### src/rtl/mmio_pkg.sv
// Shared types and default address map for the MMIO read controller.
package mmio_pkg;

   typedef enum logic [1:0] {
      IDLE   = 2'd0,
      STROBE = 2'd1,
      WAIT   = 2'd2,
      RESP   = 2'd3
   } mmio_state_e;

   localparam int unsigned ERR_CNT_W = 8;

   localparam logic [31:0] MMIO_RAM_BASE  = 32'h0000_1000;
   localparam logic [31:0] MMIO_RAM_MASK  = 32'h0000_F000;
   localparam logic [31:0] MMIO_SW_BASE   = 32'h0000_2010;
   localparam logic [31:0] MMIO_SW_MASK   = 32'h0000_F0F0;
   localparam logic [31:0] MMIO_UART_BASE = 32'h0000_2008;
   localparam logic [31:0] MMIO_UART_MASK = 32'h0000_F00F;
   localparam logic [31:0] MMIO_TMR_BASE  = 32'h0000_2030;
   localparam logic [31:0] MMIO_TMR_MASK  = 32'h0000_F0F0;

   // Width of a slave index; a single-slave map still gets a 1-bit index.
   function automatic int unsigned idx_width(input int unsigned n);
      return (n > 1) ? $clog2(n) : 1;
   endfunction

endpackage

### src/rtl/mmio_addr_match.sv
// Combinational base/mask region decoder; the lowest matching index wins.
module mmio_addr_match
   import mmio_pkg::*;
#(
   parameter int unsigned N_SLAVES = 4,
   parameter int unsigned ADDR_W   = 32
) (
   input  logic [ADDR_W-1:0]                  addr,
   input  logic [N_SLAVES*ADDR_W-1:0]         slave_base,
   input  logic [N_SLAVES*ADDR_W-1:0]         slave_mask,
   output logic                               hit_c,
   output logic [idx_width(N_SLAVES)-1:0]     index_c
);

   localparam int unsigned IDX_W = idx_width(N_SLAVES);

   // Scan from the top so that a lower hitting index overrides a higher one.
   always_comb begin
      hit_c   = 1'b0;
      index_c = '0;
      for (int i = int'(N_SLAVES) - 1; i >= 0; i--) begin
         if ((addr & slave_mask[i*ADDR_W +: ADDR_W]) ==
             (slave_base[i*ADDR_W +: ADDR_W] & slave_mask[i*ADDR_W +: ADDR_W])) begin
            hit_c   = 1'b1;
            index_c = IDX_W'(i);
         end
      end
   end

endmodule

### src/rtl/mmio_read_ctrl.sv
// Load-path read controller: decodes the address, strobes one slave, waits
// for its ack (bounded by TIMEOUT) and returns registered data with status.
module mmio_read_ctrl
   import mmio_pkg::*;
#(
   parameter int unsigned N_SLAVES = 4,
   parameter int unsigned ADDR_W   = 32,
   parameter int unsigned DATA_W   = 32,
   parameter int unsigned TIMEOUT  = 16,
   parameter logic [N_SLAVES*ADDR_W-1:0] SLAVE_BASE =
      {MMIO_TMR_BASE, MMIO_UART_BASE, MMIO_SW_BASE, MMIO_RAM_BASE},
   parameter logic [N_SLAVES*ADDR_W-1:0] SLAVE_MASK =
      {MMIO_TMR_MASK, MMIO_UART_MASK, MMIO_SW_MASK, MMIO_RAM_MASK}
) (
   input  logic                            clk_i,
   input  logic                            rst_i,
   input  logic                            rd_req_i,
   input  logic [ADDR_W-1:0]               Data_Address_i,
   output logic                            busy_o,
   output logic [N_SLAVES-1:0]             slave_re_o,
   input  logic [N_SLAVES-1:0]             slave_ack_i,
   input  logic [N_SLAVES*DATA_W-1:0]      slave_rdata_i,
   output logic [DATA_W-1:0]               rd_data_o,
   output logic                            rd_valid_o,
   output logic                            rd_err_o,
   output logic [idx_width(N_SLAVES)-1:0]  sel_o,
   output logic [ERR_CNT_W-1:0]            err_count_o
);

   localparam int unsigned IDX_W = idx_width(N_SLAVES);
   localparam int unsigned TMR_W = $clog2(TIMEOUT) + 1;

   mmio_state_e        state;
   logic [TMR_W-1:0]   timer;
   logic               dec_hit;
   logic [IDX_W-1:0]   dec_idx;
   logic               ack_sel;
   logic [DATA_W-1:0]  rdata_sel;

   mmio_addr_match #(
      .N_SLAVES (N_SLAVES),
      .ADDR_W   (ADDR_W)
   ) u_match (
      .addr       (Data_Address_i),
      .slave_base (SLAVE_BASE),
      .slave_mask (SLAVE_MASK),
      .hit_c      (dec_hit),
      .index_c    (dec_idx)
   );

   // Only the latched slave's ack and data are visible to the FSM.
   always_comb begin
      ack_sel   = 1'b0;
      rdata_sel = '0;
      for (int i = 0; i < int'(N_SLAVES); i++) begin
         if (sel_o == IDX_W'(i)) begin
            ack_sel   = slave_ack_i[i];
            rdata_sel = slave_rdata_i[i*DATA_W +: DATA_W];
         end
      end
   end

   always_ff @(posedge clk_i or posedge rst_i) begin
      if (rst_i) begin
         state       <= IDLE;
         timer       <= '0;
         busy_o      <= 1'b0;
         slave_re_o  <= '0;
         rd_data_o   <= '0;
         rd_valid_o  <= 1'b0;
         rd_err_o    <= 1'b0;
         sel_o       <= '0;
         err_count_o <= '0;
      end else begin
         slave_re_o <= '0;
         rd_valid_o <= 1'b0;
         case (state)
            IDLE: begin
               if (rd_req_i) begin
                  sel_o  <= dec_idx;
                  busy_o <= 1'b1;
                  if (dec_hit) begin
                     state               <= STROBE;
                     timer               <= '0;
                     slave_re_o[dec_idx] <= 1'b1;
                  end else begin
                     state      <= RESP;
                     rd_valid_o <= 1'b1;
                     rd_err_o   <= 1'b1;
                     rd_data_o  <= '0;
                     if (err_count_o != '1) err_count_o <= err_count_o + 1'b1;
                  end
               end
            end
            STROBE, WAIT: begin
               // An ack in the final timeout cycle still completes cleanly.
               if (ack_sel) begin
                  state      <= RESP;
                  rd_valid_o <= 1'b1;
                  rd_err_o   <= 1'b0;
                  rd_data_o  <= rdata_sel;
               end else if (state == WAIT && timer == TMR_W'(TIMEOUT - 1)) begin
                  state      <= RESP;
                  rd_valid_o <= 1'b1;
                  rd_err_o   <= 1'b1;
                  rd_data_o  <= '0;
                  if (err_count_o != '1) err_count_o <= err_count_o + 1'b1;
               end else begin
                  state <= WAIT;
                  timer <= timer + 1'b1;
               end
            end
            RESP: begin
               state  <= IDLE;
               busy_o <= 1'b0;
            end
            default: begin
               state  <= IDLE;
               busy_o <= 1'b0;
            end
         endcase
      end
   end

endmodule

### config.mk
export PLATFORM = sky130hd
export DESIGN_NAME = mmio_read_ctrl
export DESIGN_NICKNAME = d
export VERILOG_FILES = /design/src/rtl/mmio_pkg.sv /design/src/rtl/mmio_addr_match.sv /design/src/rtl/mmio_read_ctrl.sv
export SDC_FILE = /design/constraint.sdc
export NUM_CORES = 1
export LEC_CHECK = 0
export BUFFER_PORTS_ARGS = -buffer_cell sky130_fd_sc_hd__buf_2
export CAP_MARGIN = 0
export CORE_UTILIZATION = 45
export DETAILED_ROUTE_END_ITERATION = 10
export GPL_ROUTABILITY_DRIVEN = 0
export PLACE_DENSITY = 0.8
export SYNTH_ARGS = -nofsm -noshare
export SYNTH_HDL_FRONTEND = slang
export SYNTH_SLANG_ARGS = --single-unit
### constraint.sdc
create_clock -name clk_i -period 2.65 [get_ports clk_i]
set_input_delay 0.1325 -clock clk_i [delete_from_list [all_inputs] [get_ports clk_i]]
set_output_delay 0.1325 -clock clk_i [all_outputs]
set_load 0.03 [all_outputs]
==> impl_metrics.json <==
{
  "status": "finished clean",
  "worst_path_largest_cell_delay_ns": 0.42,
  "drv_slew": 0,
  "pre_cts_slack_ns": 0.414,
  "syn2layout_area_growth_pct": 31.3,
  "clkSinkCount": 56,
  "drt_iter0_drc": 72,
  "synthDistinctLibCells": 47,
  "drt_wl_total_um": 9700,
  "cts_buffers": 5,
  "setup_violations": 0,
  "dr_total_vias": 3153,
  "insertion_delay_ns": 0.31,
  "worstPathMaxFanout": 9,
  "io_buffers": 195,
  "ys.flop_type": "dfrtp_1",
  "ys_ff_latch": 56,
  "wl_per_cell_um": 16.8,
  "grt-ovfl-total": 0,
  "syn_nets": 455,
  "die_w_um": 92.7,
  "start_util_pct": 47.2,
  "cts.hold.buffers_added": 1,
  "fin_skew_ns": 0.0115,
  "ys_seq_area_share_pct": 37.8,
  "cts-htree-levels": 2,
  "drc_errors": 0,
  "grtUsageTotal_pct": 22.7,
  "fin_nets": 646,
  "rsz0062_at_grt": "false",
  "layout_setup_ws_ns": 0.378,
  "crit_slowest_cell": "nand2b_1",
  "ant_nets": 0,
  "fp.dieH_um": 92.7,
  "busiest_layer": "met2",
  "timing.fmax_mhz": 440,
  "irDropWorstVdd_mv": 0.615,
  "num_antenna_cells": 0,
  "crit_chain": "inv_1 > ha_1 > nor2b_1 > o21bai_1 > nand2b_1 > nor3_1 > mux2_1",
  "r2r_setup_slack_ns": 0.38,
  "antenna_found_initial": 0,
  "clk_pin_slew_ns": 0.11,
  "num_rows": 32,
  "netlist_area_mm2": 0.00370,
  "leakagePower_nw": 2.61,
  "grt_pass1_wl_um": 15300,
  "finalCritPeriodShare_pct": 85.7,
  "io-pin-count": 216,
  "cp.required_ns": 2.86,
  "relSlewSlack_pct": 56.2,
  "synth_cells": 282,
  "syn_area_per_cell_um2": 13.1,
  "end_kind": "flip-flop",
  "finalHoldViolCount": 0,
  "cts.repair.resized": 0,
  "hold_path_class": "primary input to flip-flop",
  "path_class": "flip-flop to flip-flop",
  "tightest_slew_ns": 0.656,
  "met2_usage_pct": 40.9,
  "die-area_mm2": 0.00860,
  "hpwlAfterDp_um": 7390,
  "clock_path_buffers": 2,
  "grt_util_met3_pct": 3.69,
  "ys.warnings.count": 0,
  "startpoint_type": "flip-flop",
  "hold-path-cell-count": 2,
  "drive_gt1_share_pct": 60.1,
  "core_area_mm2": 0.00785,
  "r2r_cells": 7,
  "met1_usage_pct": 27.9,
  "min_period_ns": 2.27,
  "dp.cells": 567,
  "post-cts-setup-buffers": 0,
  "grt_pass1_vias": 3237,
  "crit_arrival_ns": 2.48,
  "final_cells": 576,
  "async_reset_ff_share_pct": 100,
  "maxCapViolCount": 0,
  "synth_edf_count": 0,
  "grt_max_degree": 35,
  "root_buffer": "clkbuf_8",
  "viasPerCell": 5.47,
  "tritoncts": "built",
  "drt-pass1-iter-count": 4,
  "powerDensity_mw_per_mm2": 1050,
  "setup_tns_ns": 0
}
cells in the final DEF (no fill, tap or decap), types with 2 or more instances in the layout:
master	Yosys	layout
mux2_4	29	29
mux2_1	6	6
o21ai_0	3	3
dfrtp_1	56	55
a21oi_1	6	6
mux4_2	32	32
nor2b_1	5	5
inv_6	0	2
clkbuf_8	0	5
buf_4	0	11
and3_1	38	38
nor4_2	3	3
inv_1	8	7
mux2i_1	3	3
xor2_1	5	5
buf_2	7	195
nor2_1	6	6
nand2_1	11	11
nand3_1	7	7
nand2b_1	5	5
nor3_1	4	4
ha_1	6	6
final cells by class:
cell class	instances	area, um^2
Clock buffer	5	68.8
Clock inverter	3	25.0
Fill cell	653	2980
Inverter	8	30.0
Multi-Input combinational cell	195	2140
Sequential cell	56	1400
Tap cell	102	128
Timing Repair Buffer	207	1070
power breakdown:
part / internal [W] / total [W] / switching, W
Sequential: 0.00121 / 0.00146 / 0.000249
Combinational: 0.00136 / 0.00315 / 0.00179
Clock: 0.000194 / 0.000497 / 0.000304
Total: 0.00276 / 0.00511 / 0.00235
synth_stat cells, types with 3 or more instances:
library cell   n  share of area (%)
mux4_2        32                 19
xor2_1         5                1.2
nor3_1         4               0.54
nand2b_1       5               0.84
ha_1           6                2.0
and3_1        38                6.4
nand3_1        7               0.95
buf_6          5                1.5
mux2_1         6                1.8
buf_2          7               0.95
nand2_1       11                1.1
clkbuf_1      11                1.1
nor4_2         3                1.0
mux2i_1        3               0.81
a21oi_1        6               0.81
inv_1          8               0.81
nor2b_1        5               0.84
mux2_4        29                 12
o21ai_0        3               0.41
dfrtp_1       56                 38
nor2_1         6               0.61
registers in the layout, indices dropped and copies added, names as in the netlist:
name,flops
rd_data_o,32
timer,5
err_count_o,8
busy_o,1
slave_re_o,4
sel_o,2
rd_err_o,1
state,2
rd_valid_o,1
layer usage:
layer / vias up / part of all wire [%]
met2: 131 / 51
met5: - / 0
met3: 15 / 5.7
met4: 0 / 1.9
met1: 1547 / 42
li1: 1460 / -
final timing paths:
kind | startpoint | to
max | state[0] | err_count_o[6]
min | Data_Address_i[5] | slave_re_o[1]
max reg2reg | state[0] | err_count_o[6]
min reg2reg | rd_data_o[27] | rd_data_o[27]
max in group asynchronous | rst_i | rd_data_o[9]
min in group asynchronous | rst_i | timer[2]
kinds of logic after synthesis:
kind of cell / count (synthesis) / share of synthesized area (%)
adder cells (fa/ha/maj): 6 / 2.03
buffers and inverters: 31 / 4.39
multiplexers: 71 / 34.5
AO/OA/AOI/OAI: 23 / 4.90
XOR/XNOR: 5 / 1.18
flip-flops: 56 / 37.8
AND/OR/NAND/NOR: 90 / 15.1
worst max-delay path, delay by kind of cell (launching register included):
| family | cells | cell delay (ns) |
|---|---|---|
| adders and majority gates | 1 | 0.33 |
| buffers and inverters | 1 | 0.10 |
| and+or+nand+nor | 3 | 0.79 |
| DFF | 1 | 0.41 |
| muxes | 1 | 0.33 |
| AOI/OAI and AO/OA | 1 | 0.20 |
through the flow:
stage                     hold slack [ns]  util (%)  area (um^2)  total power [W]
after CTS                         0.00996      62.0         4860          0.00514
after global routing               0.0259      62.0         4860          0.00542
after global placement              0.186      60.7         4760          0.00453
after detailed placement            0.183      60.7         4760          0.00464
after floorplan                     0.206         -         3700          0.00384
final                              0.0211      62.0         4860          0.00511
Power figures use the tool's default switching activity.
